$ cat config.mk
export PLATFORM = sky130hd
export DESIGN_NAME = if_fetch
export DESIGN_NICKNAME = d
export VERILOG_FILES = /design/src/rtl/if_pkg.sv /design/src/rtl/if_fetch.sv
export SDC_FILE = /design/constraint.sdc
export NUM_CORES = 1
export LEC_CHECK = 0
export ABC_AREA = 1
export BUFFER_PORTS_ARGS = -buffer_cell sky130_fd_sc_hd__buf_2
export CORE_UTILIZATION = 45
export CTS_CLUSTER_SIZE = 40
export DETAILED_ROUTE_END_ITERATION = 8
export HOLD_SLACK_MARGIN = 0.12
export PLACE_DENSITY = 0.88
export SYNTH_ARGS = -nofsm -noshare
export SYNTH_HDL_FRONTEND = slang
export SYNTH_SLANG_ARGS = --single-unit
$ cat constraint.sdc
create_clock -name clk -period 3.1 [get_ports clk]
set_input_delay 0.93 -clock clk [delete_from_list [all_inputs] [get_ports clk]]
set_output_delay 0.93 -clock clk [all_outputs]
set_load 0.1 [all_outputs]
$ cat src/rtl/if_pkg.sv
// Shared definitions for the instruction-fetch stage: FSM state encoding
// and the fixed instruction/address constants used by the fetch logic.
package if_pkg;

  // Fetch FSM states.
  //   SKIP : one post-reset cycle that bumps the PC off its reset sentinel
  //   REQ  : request outstanding to instruction memory, waiting for grant
  //   WAIT : granted, waiting for the single response
  //   HOLD : instruction word held for decode
  //   DROP : a redirect orphaned the in-flight fetch; swallow its response
  typedef enum logic [2:0] {
    ST_SKIP = 3'd0,
    ST_REQ  = 3'd1,
    ST_WAIT = 3'd2,
    ST_HOLD = 3'd3,
    ST_DROP = 3'd4
  } fetch_state_e;

  // addi x0, x0, 0 -- substituted for a fetch that must not reach memory.
  localparam logic [31:0] NOP_INST = 32'h0000_0013;

  // Value the PC register holds out of reset; one pc+4 step lands on 0.
  localparam logic [31:0] PC_RESET_SENTINEL = 32'hFFFF_FFFC;

endpackage

$ cat src/rtl/if_fetch.sv
// Instruction-fetch stage sitting directly after the PC register.
// Issues one request per PC over a grant/response handshake, holds the
// returned word for decode and drives the PC register's load enable so the
// PC only advances on hand-off or redirect.
// Optional build macro: IF_FETCH_ALIGN_CHK_EN -- misaligned PCs are not
// sent to memory; a NOP is presented instead with fetch_misalign raised.
module if_fetch
  import if_pkg::*;
#(
  parameter int XLEN       = 32,
  parameter bit RESET_SKIP = 1'b1
) (
  input  logic            clk,
  input  logic            rst,
  input  logic [XLEN-1:0] pc,
  output logic            pc_write,
  input  logic            redirect,
  output logic            imem_req,
  output logic [XLEN-1:0] imem_addr,
  input  logic            imem_gnt,
  input  logic            imem_rvalid,
  input  logic [XLEN-1:0] imem_rdata,
  output logic            inst_valid,
  output logic [XLEN-1:0] inst,
  output logic [XLEN-1:0] inst_pc,
`ifdef IF_FETCH_ALIGN_CHK_EN
  output logic            fetch_misalign,
`endif
  input  logic            inst_ready
);

  localparam fetch_state_e RESET_STATE = RESET_SKIP ? ST_SKIP : ST_REQ;

  fetch_state_e    state_q, state_d;
  logic [XLEN-1:0] inst_q, inst_d;
  logic [XLEN-1:0] inst_pc_q, inst_pc_d;
  logic            inst_valid_q, inst_valid_d;
`ifdef IF_FETCH_ALIGN_CHK_EN
  logic            misalign_q, misalign_d;
`endif

  logic            req_raw;
  logic            pc_write_raw;

  // Next-state, capture and handshake decode for the fetch FSM.
  always_comb begin
    // NOTE: every signal written here gets a default first; a path that
    // leaves one unassigned would infer a latch.
    state_d      = state_q;
    inst_d       = inst_q;
    inst_pc_d    = inst_pc_q;
    inst_valid_d = inst_valid_q;
`ifdef IF_FETCH_ALIGN_CHK_EN
    misalign_d   = misalign_q;
`endif
    req_raw      = 1'b0;
    pc_write_raw = 1'b0;

    unique case (state_q)
      ST_SKIP: begin
        pc_write_raw = 1'b1;
        state_d      = ST_REQ;
      end

      ST_REQ: begin
`ifdef IF_FETCH_ALIGN_CHK_EN
        if (pc[1:0] != 2'b00) begin
          // Never hand a misaligned address to memory; fake a NOP instead.
          if (redirect) begin
            pc_write_raw = 1'b1;
          end else begin
            inst_d       = XLEN'(NOP_INST);
            inst_pc_d    = pc;
            inst_valid_d = 1'b1;
            misalign_d   = 1'b1;
            state_d      = ST_HOLD;
          end
        end else begin
`endif
          req_raw = 1'b1;
          if (redirect) begin
            // A grant in the same cycle is already committed at memory,
            // so its response must be swallowed in DROP.
            pc_write_raw = 1'b1;
            if (imem_gnt) state_d = ST_DROP;
          end else if (imem_gnt) begin
            inst_pc_d = pc;
            state_d   = ST_WAIT;
          end
`ifdef IF_FETCH_ALIGN_CHK_EN
        end
`endif
      end

      ST_WAIT: begin
        if (imem_rvalid && !redirect) begin
          inst_d       = imem_rdata;
          inst_valid_d = 1'b1;
`ifdef IF_FETCH_ALIGN_CHK_EN
          misalign_d   = 1'b0;
`endif
          state_d      = ST_HOLD;
        end else if (imem_rvalid && redirect) begin
          // Response arrives with the redirect: nothing left in flight.
          pc_write_raw = 1'b1;
          state_d      = ST_REQ;
        end else if (redirect) begin
          pc_write_raw = 1'b1;
          state_d      = ST_DROP;
        end
      end

      ST_HOLD: begin
        // Redirect wins over a decode accept; either way the PC moves on.
        if (redirect || inst_ready) begin
          pc_write_raw = 1'b1;
          inst_valid_d = 1'b0;
          state_d      = ST_REQ;
        end
      end

      ST_DROP: begin
        if (redirect)    pc_write_raw = 1'b1;
        if (imem_rvalid) state_d      = ST_REQ;
      end

      default: begin
        state_d = RESET_STATE;
      end
    endcase
  end

  // State and capture registers; reset returns to the post-reset state.
  always_ff @(posedge clk or posedge rst) begin
    // NOTE: sequential state uses non-blocking assignments so every flop
    // samples the pre-edge values regardless of statement order.
    if (rst) begin
      state_q      <= RESET_STATE;
      inst_q       <= '0;
      inst_pc_q    <= '0;
      inst_valid_q <= 1'b0;
`ifdef IF_FETCH_ALIGN_CHK_EN
      misalign_q   <= 1'b0;
`endif
    end else begin
      state_q      <= state_d;
      inst_q       <= inst_d;
      inst_pc_q    <= inst_pc_d;
      inst_valid_q <= inst_valid_d;
`ifdef IF_FETCH_ALIGN_CHK_EN
      misalign_q   <= misalign_d;
`endif
    end
  end

  // The reset state may itself decode to a request or PC load, so both
  // strobes are masked while rst is held.
  assign imem_req   = req_raw & ~rst;
  assign pc_write   = pc_write_raw & ~rst;
  assign imem_addr  = pc;
  assign inst_valid = inst_valid_q;
  assign inst       = inst_q;
  assign inst_pc    = inst_pc_q;
`ifdef IF_FETCH_ALIGN_CHK_EN
  assign fetch_misalign = misalign_q & inst_valid_q;
`endif

endmodule

Yosys cells after proc, flatten, opt, wreduce, memory -nomap -nowiden --
Index checks and enable logic that the tools add are counted.
Word-level totals: register bits after elaboration 68, bits of input ports 70, word-level logic and storage cells 46
Cells by class: equality and inequality tests 9, multiplexer cells 18, bitwise operators 4, reductions and logical operators 11
Operators by type and width (count):
- 3-bit 2-to-1 mux | 8
- 3-bit case mux with 5 select lines | 1
- 2-bit != test, second input constant | 4
- 1-bit 2-to-1 mux | 7
- 3-bit by 2-bit == test with 1-bit output, second input constant | 2
- 3-bit AND reduction | 2
- 4-bit != test, second input constant | 1
- 1-bit case mux with 4 select lines | 1
- 4-bit AND reduction | 1
- 3-bit by 1-bit == test with 1-bit output, second input constant | 1
- 3-bit == test, second input constant | 1
- 3-bit logical NOT | 1
- 1-bit AND | 2
- 1-bit logical AND | 2
- 1-bit NOT | 2
- 1-bit case mux with 2 select lines | 1
- 2-bit AND reduction | 1
- 2-bit nonzero test | 1
- 2-bit OR reduction | 1
- 1-bit logical NOT | 1
- 1-bit logical OR | 1

Depth between registers and ports, before layout --
Gate-level depths: netlist of run 1.
depth in word-level cells 5, mapped depth 8, mapped depth without buffers 7

Worst setup path after synthesis of run 1 --
OpenSTA, ideal clock, no wires.
path kind input -> output, start in redirect, end out pc_write, data arrival time 2562 ps, required time 2170 ps, path slack -392 ps, cell stages on the path 4, path buffers 0, cells stage by stage inv_2 nand2_1 nand3_1 a21oi_1
On the way: word-level cells in the longest chain between the ends 5, elaborated cells on any way between the ends 10
RTL lines:
- from (decl) | RTL line if_fetch.sv:17 | input logic redirect,
- 1-bit 2-to-1 mux (tied with other cells) | RTL line if_fetch.sv:81, if_fetch.sv:107, if_fetch.sv:123
- 1-bit 2-to-1 mux / 1-bit logical AND (equally long branches) | RTL line if_fetch.sv:103, if_fetch.sv:96
- 1-bit 2-to-1 mux | RTL line if_fetch.sv:96 | if (imem_rvalid && !redirect) begin
- 1-bit case mux with 4 select lines (*) | RTL line if_fetch.sv:59 | unique case (state_q)
- 1-bit AND (*) | RTL line if_fetch.sv:159 | assign pc_write = pc_write_raw & ~rst;
- to (decl) | RTL line if_fetch.sv:16 | output logic pc_write,
Mark *: on every way between the ends. The rest lies on a longest branch, timed or not.

Final worst setup path of run 1 --
start reg state_q[1], end out pc_write
On the way: word-level cells in the longest chain between the ends 4, elaborated cells on any way between the ends 8
RTL lines:
- from (decl) | RTL line if_fetch.sv:34 | fetch_state_e state_q, state_d;
- from (signal assigned) | RTL line if_fetch.sv:146 | state_q <= state_d;
- 3-bit == test / 3-bit by 1-bit == test with 1-bit output (equally long branches) | RTL line if_fetch.sv:59
- 2-bit OR reduction (no line)
- 1-bit case mux with 4 select lines (*) | RTL line if_fetch.sv:59
- 1-bit AND (*) | RTL line if_fetch.sv:159
Marked as above.

==> out/results.txt, run 1 <==
ANT nets after route: 0
DPL Wire Length: 5070 microns
Flop-to-flop setup slack: 1.16 ns
Storage cell area: 0.00170 sq mm
Yosys cell types: 24
Clock Latency Late Sink: 0.32 ns
Congestion Overflow GR: 0
Die area: 0.00784 sq mm
EDFF count, synth: 0
Area grow syn2layout: 25.3%
Outcome: finished clean
DR vias: 2,616
Crit-path max FO: 8
Worst r2r src: state_q[1]
Syn Inst Count: 351
Count leader, synth: inv_1
Setup crit end kind: output pin
Startpoint types: flip-flop
Hold EP: inst_pc[19]
HP Class: flip-flop to flip-flop
Post-synth top flop: dfrtp_1
Die width: 88.6 microns
Crit path depth: 5
Synth area leaders: dfrtp_1 50%, o21ai_2 11%, inv_1 7.7%
Finish-stage setup viols: 0
DRT iter0 DRCs: 73
Synth top cells by count: 69 x inv_1, 68 x dfrtp_1, 44 x o21ai_2, 42 x nand2_1, 36 x nand2_2
CP startpoint: state_q[1]
Ys async rst share: 100%
Clk buf depth: 2
RSZ-0062 raised after global routing: false
Largest net degree at the start of global routing: 36
Vias per inst: 4.39
Synth warn: 0
Buf/Inv on CP: 1
Row count: 31
Synth area leader: dfrtp_1
Top delay family on crit path: flip-flops
Die extent in y: 88.6 microns
Fmax: 352 MHz
Worst endpoint required time: 2.17 ns
Clk root buf: clkbuf_8
Hold Buf Count CTS: 0
Crit path max-delay cell type: dfrtp_1
Num CTS Buffers: 9
Setup_tns: 0 ns
Final Max Tran Viols: 0
DR pass1 iterations: 4
Min Clock Period, post-route: 2.84 ns
Core ar.: 0.00725 sq mm
Hold Violations, Final: 0
Port bufs: 168
Initial Util: 46.5%
Share of the synthesized area in the top cell type: 50.5%
Vias in the first global route: 2,352
Syn_nets: 421
Clock Pin Slew Worst Setup and Hold Paths: 0.08 ns
Clk sink count: 68
Setup Buffers After CTS: 0
Worst Path Arrival: 1.91 ns
Seq/Total Area, Yosys: 50.5%
Post-synthesis register bit count: 68
Antenna violations before repair: 1
Area of the multi-input gates: 0.00103 sq mm
Post-Route WL: 6580 microns
Crit-path cells: nand2_1 -> nor2_1 -> o21ai_0 -> a21oi_2 -> buf_2
Post_cts resized: 0
Final nets: 561
DR WL/cell: 11.0 microns
CP max stage delay: 0.54 ns
Critical hold path startpoint: inst_pc[19]
FILL cells: 669
Worst setup path class: flip-flop to output pin
CTS tree: built
GRT Overall Usage: 17.0%
Slew HR: 54.1%
Worst Tran Pin Value: 0.687 ns
Clk_skew: 0.0123 ns
I/O pin count: 169
Max-Cap Viols: 0
Global-route wire length before repair: 10,200 microns
Average cell area after synthesis: 9.61 sq um
DRC Markers: 0
H-tree depth: 3
Reg2reg path depth: 5
Worst Hold Path Cells: 2
Mapped cell area: 0.00337 sq mm
Share of layout cells above drive strength 1: 56.7%
End of the worst register-to-register path: inst_pc[9]
Final period util: 91.7%
Final GP Congestion: 0.796
==> placed cells by master (no fill, tap or decap) <==
cell	n
a21boi_1	1
a21oi_2	1
and2_1	1
buf_2	168
buf_4	7
bufinv_16	1
clkbuf_8	10
clkinv_2	2
clkinv_4	1
clkinvlp_4	2
dfrtp_1	68
diode_2	1
inv_1	68
inv_2	4
nand2_1	42
nand2_2	36
nand3_1	3
nand4_1	1
nand4_4	2
nor2_1	5
nor2_2	2
nor2_4	1
o21ai_0	4
o21ai_1	20
o21ai_2	44
o21bai_1	1
o22ai_1	1
==> through the flow <==
step / setup slack, ns / cells / utilization, % / cell area, sq um / hold slack [ns]
after detailed placement: 0.346 / 579 / 55.4 / 4020 / 0.468
after CTS: 0.249 / 595 / 58.2 / 4220 / 0.489
after global placement: 0.365 / 579 / 55.4 / 4020 / 0.460
final: 0.259 / 596 / 58.2 / 4220 / 0.484
after global routing: 0.120 / 595 / 58.2 / 4220 / 0.499
after floorplan: 0.156 / 351 / - / 3380 / 0.593
==> state kept, by name, summed over array words and instances (netlist names) <==
name        flops
inst           32
inst_pc        32
inst_valid      1
state_q         3
==> logic make-up after synthesis <==
logic type | share of synthesized area, %
compound gates | 15.8
buf+inv | 19.4
flops | 50.5
simple gates | 14.4
==> worst register-to-register path, cell delays in order (launching register included) <==
cell and delay [ns]:
dfrtp_1 0.50, nor2_4 0.19, nand4_4 0.53, buf_4 0.47
nand2_2 0.08, o21ai_2 0.04
==> worst max-delay path by stage <==
stage	endpoint
finish	pc_write
global route	pc_write
CTS	pc_write
detailed placement	pc_write
global placement	pc_write
floorplan	pc_write
==> per-layer routing <==
layer  wire length, microns  global-route usage (%)  part of all wire (%)  vias up
met1                   2720                    20.2                    41     1207
met5                      0                       0                     0        -
met3                    300                    3.82                   4.6        9
met4                     85                    7.04                   1.3        0
li1                       -                       -                     -     1313
met2                   3470                    29.7                    53       87
==> layout make-up <==
| type | count | share of cell area (%) |
|---|---|---|
| Antenna cell | 1 | 0.0592 |
| Tap cell | 99 | 2.93 |
| Sequential cell | 68 | 40.3 |
| Inverter | 72 | 6.40 |
| Clock buffer | 10 | 3.26 |
| Multi-Input combinational cell | 165 | 24.4 |
| Timing Repair Buffer | 175 | 21.1 |
| Clock inverter | 6 | 1.51 |
Power of run 1 is left out: the tool's default activity adds up to more than one toggle a clock period on the data nets, which glitch-free logic cannot reach.
==> run 2, diff against run 1 <==
--- a/config.mk
+++ b/config.mk
@@ -5,13 +5,12 @@
 export SDC_FILE = /design/constraint.sdc
 export NUM_CORES = 1
 export LEC_CHECK = 0
-export ABC_AREA = 1
 export BUFFER_PORTS_ARGS = -buffer_cell sky130_fd_sc_hd__buf_2
-export CORE_UTILIZATION = 45
+export CORE_UTILIZATION = 44
 export CTS_CLUSTER_SIZE = 40
 export DETAILED_ROUTE_END_ITERATION = 8
 export HOLD_SLACK_MARGIN = 0.12
-export PLACE_DENSITY = 0.88
+export PLACE_DENSITY = 0.89
 export SYNTH_ARGS = -nofsm -noshare
 export SYNTH_HDL_FRONTEND = slang
 export SYNTH_SLANG_ARGS = --single-unit
==> out/results.txt, run 2 <==
Outcome: finished clean (unchanged)
DPL Wire Length: 4380 microns (was 5070 microns)
CP startpoint: redirect (was state_q[1])
Reg2reg path depth: 4 (was 5)
Mapped cell area: 0.00292 sq mm (was 0.00337 sq mm)
Die width: 83.5 microns (was 88.6 microns)
Final Core Density: 59.7% (was 58.2%)
Final period util: 89.6% (was 91.7%)
DR WL/cell: 14.3 microns (was 11.0 microns)
Share of layout cells above drive strength 1: 72.8% (was 56.7%)
Share of the synthesized area in the top cell type: 58.2% (was 50.5%)
Vias in the first global route: 2,161 (was 2,352)
Crit path max-delay cell type: o32a_1 (was dfrtp_1)
Final GP Congestion: 0.760 (was 0.796)
Largest net degree at the start of global routing: 69 (was 36)
Post_cts resized: 0 (unchanged)
Clk root buf: clkbuf_8 (unchanged)
Hold Violations, Final: 0 (unchanged)
DR vias: 2,044 (was 2,616)
Synth top cells by count: 68 x dfrtp_1, 59 x mux2_2, 37 x buf_4, 5 x mux2_1 (was 69 x inv_1, 68 x dfrtp_1, 44 x o21ai_2, 42 x nand2_1, 36 x nand2_2)
Worst setup path class: input pin to output pin (was flip-flop to output pin)
Most frequent cells in the layout: 167 x buf_2, 68 x dfrtp_1, 59 x mux2_2 (was 168 x buf_2, 68 x inv_1, 68 x dfrtp_1)
Worst r2r src: state_q[1] (unchanged)
Most common cell after layout, fill and taps aside: buf_2 (unchanged)
Row count: 29 (was 31)
Number of diodes: 0 (was 1)
Worst Setup EP: pc_write (unchanged)
Final Max Tran Viols: 0 (unchanged)
DRC Markers: 0 (unchanged)
Clock Latency Late Sink: 0.33 ns (was 0.32 ns)
Setup crit end kind: output pin (unchanged)
Vias per inst: 4.84 (was 4.39)
Post-synth top flop: dfrtp_1 (unchanged)
Seq/Total Area, Yosys: 58.2% (was 50.5%)
Synth area leader: dfrtp_1 (unchanged)
H-tree depth: 3 (unchanged)
Port bufs: 168 (unchanged)
Average cell area after synthesis: 14.7 sq um (was 9.61 sq um)
Worst Tran Pin Value: 0.833 ns (was 0.687 ns)
FILL cells: 518 (was 669)
Core ar.: 0.00639 sq mm (was 0.00725 sq mm)
Worst Path Arrival: 1.85 ns (was 1.91 ns)
Synth warn: 0 (unchanged)
RSZ-0062 raised after global routing: false (unchanged)
Post-synthesis register bit count: 68 (unchanged)
DRT iter0 DRCs: 25 (was 73)
Max-Cap Viols: 0 (unchanged)
Initial Util: 45.8% (was 46.5%)
Syn_nets: 269 (was 421)
Global-route wire length before repair: 10,100 microns (was 10,200 microns)
DR pass1 iterations: 2 (was 4)
Yosys cell types: 25 (was 24)
Die extent in y: 83.5 microns (was 88.6 microns)
Worst endpoint required time: 2.17 ns (about the same)
Flop-to-flop setup slack: 1.34 ns (was 1.16 ns)
GRT Overall Usage: 18.5% (was 17.0%)
End of the worst register-to-register path: inst[24] (was inst_pc[9])
Num CTS Buffers: 9 (unchanged)
Clk_skew: 0.00957 ns (was 0.0123 ns)
Slew HR: 44.5% (was 54.1%)
ANT nets after route: 0 (unchanged)
Setup Buffers After CTS: 0 (unchanged)
Syn Inst Count: 199 (was 351)
Clk sink count: 68 (unchanged)
Die area: 0.00698 sq mm (was 0.00784 sq mm)
EDFF count, synth: 0 (unchanged)
Fmax: 360 MHz (was 352 MHz)
Final nets: 410 (was 561)
Ys async rst share: 100% (unchanged)
Crit-path max FO: 8 (unchanged)
Finish-stage setup viols: 0 (unchanged)
Crit-path cells: buf_2 -> nor2b_1 -> o32a_1 -> nor2_4 -> buf_12 (was nand2_1 -> nor2_1 -> o21ai_0 -> a21oi_2 -> buf_2)
Clk buf depth: 2 (unchanged)
Clock Pin Slew Worst Setup and Hold Paths: 0.08 ns (about the same)
I/O pin count: 169 (unchanged)
CTS tree: built (unchanged)
Startpoint types: input pin (was flip-flop)
Congestion Overflow GR: 0 (unchanged)
Count leader, synth: dfrtp_1 (was inv_1)
CP max stage delay: 0.33 ns (was 0.54 ns)
Min Clock Period, post-route: 2.78 ns (was 2.84 ns)
Area grow syn2layout: 30.5% (was 25.3%)
Post-Route WL: 6030 microns (was 6580 microns)
Antenna violations before repair: 0 (was 1)
HP Class: flip-flop to flip-flop (unchanged)
Synth area leaders: dfrtp_1 58%, mux2_2 23%, buf_4 9.5% (was dfrtp_1 50%, o21ai_2 11%, inv_1 7.7%)
Hold Buf Count CTS: 0 (unchanged)
==> run 2: changes by cell type after synthesis, sizes merged, moves of 2 or more <==
cell and change:
o21ai -66, nand3 -3, nand4 -3, nor2b +2, nor2 -6, buf -3
mux2 +64, nand2 -74, inv -71
==> run 2: worst min-delay path by stage <==
stage	startpoint	endpoint	cells past startpoint
2_1_floorplan	state_q[1]	state_q[1]	2
3_3_place_gp	inst[30]	inst[30]	1
3_5_place_dp	inst[4]	inst[4]	1
4_1_cts	inst[4]	inst[4]	1
5_1_grt	inst_pc[18]	inst_pc[18]	1
6_report	inst[4]	inst[4]	1
==> run 2: cells by family (layout without fill, tap and decap cells) <==
logic type             count (synthesis)  count (layout)  share of synthesized area (%)
AO/OA/AOI/OAI                          8               8                           2.05
buffers and inverters                 43             189                           11.3
flip-flops                            68              68                           58.2
multiplexers                          65              65                           25.0
AND/OR/NAND/NOR                       15              15                           3.42
==> run 2: final cells by class <==
type	instances	area, sq um	area share [%]
Clock buffer	10	128	3.35
Multi-Input combinational cell	88	907	23.8
Timing Repair Buffer	172	886	23.2
Clock inverter	6	88.8	2.33
Tap cell	77	96.3	2.53
Sequential cell	68	1700	44.6
Inverter	1	7.51	0.197
==> run 2: stage by stage <==
stage               setup slack [ns]  TNS [ns]  cell area (sq um)  hold slack (ns)  cells
detailed placement             0.356         0               3600            0.472    406
finish                         0.323         0               3810            0.488    422
CTS                            0.299         0               3810            0.491    422
floorplan                     -0.223    -0.223               2940            0.558    199
global placement               0.367         0               3600            0.465    406
global route                   0.250         0               3810            0.517    422
==> run 2: worst max-delay path, delay by kind of cell <==
family                 cells  cell delay, ns
AO/OA/AOI/OAI              1            0.33
buffers and inverters      2            0.38
AND/OR/NAND/NOR            2            0.20
==> run 2: layer usage <==
layer	GRT usage, %	part of all wire [%]	wire [microns]
met5	0	0	0
met4	7.86	1.4	85
met3	6.03	8.6	516
met2	33.2	52	3120
met1	20.1	38	2300
Power of run 2 is left out for the same reason.
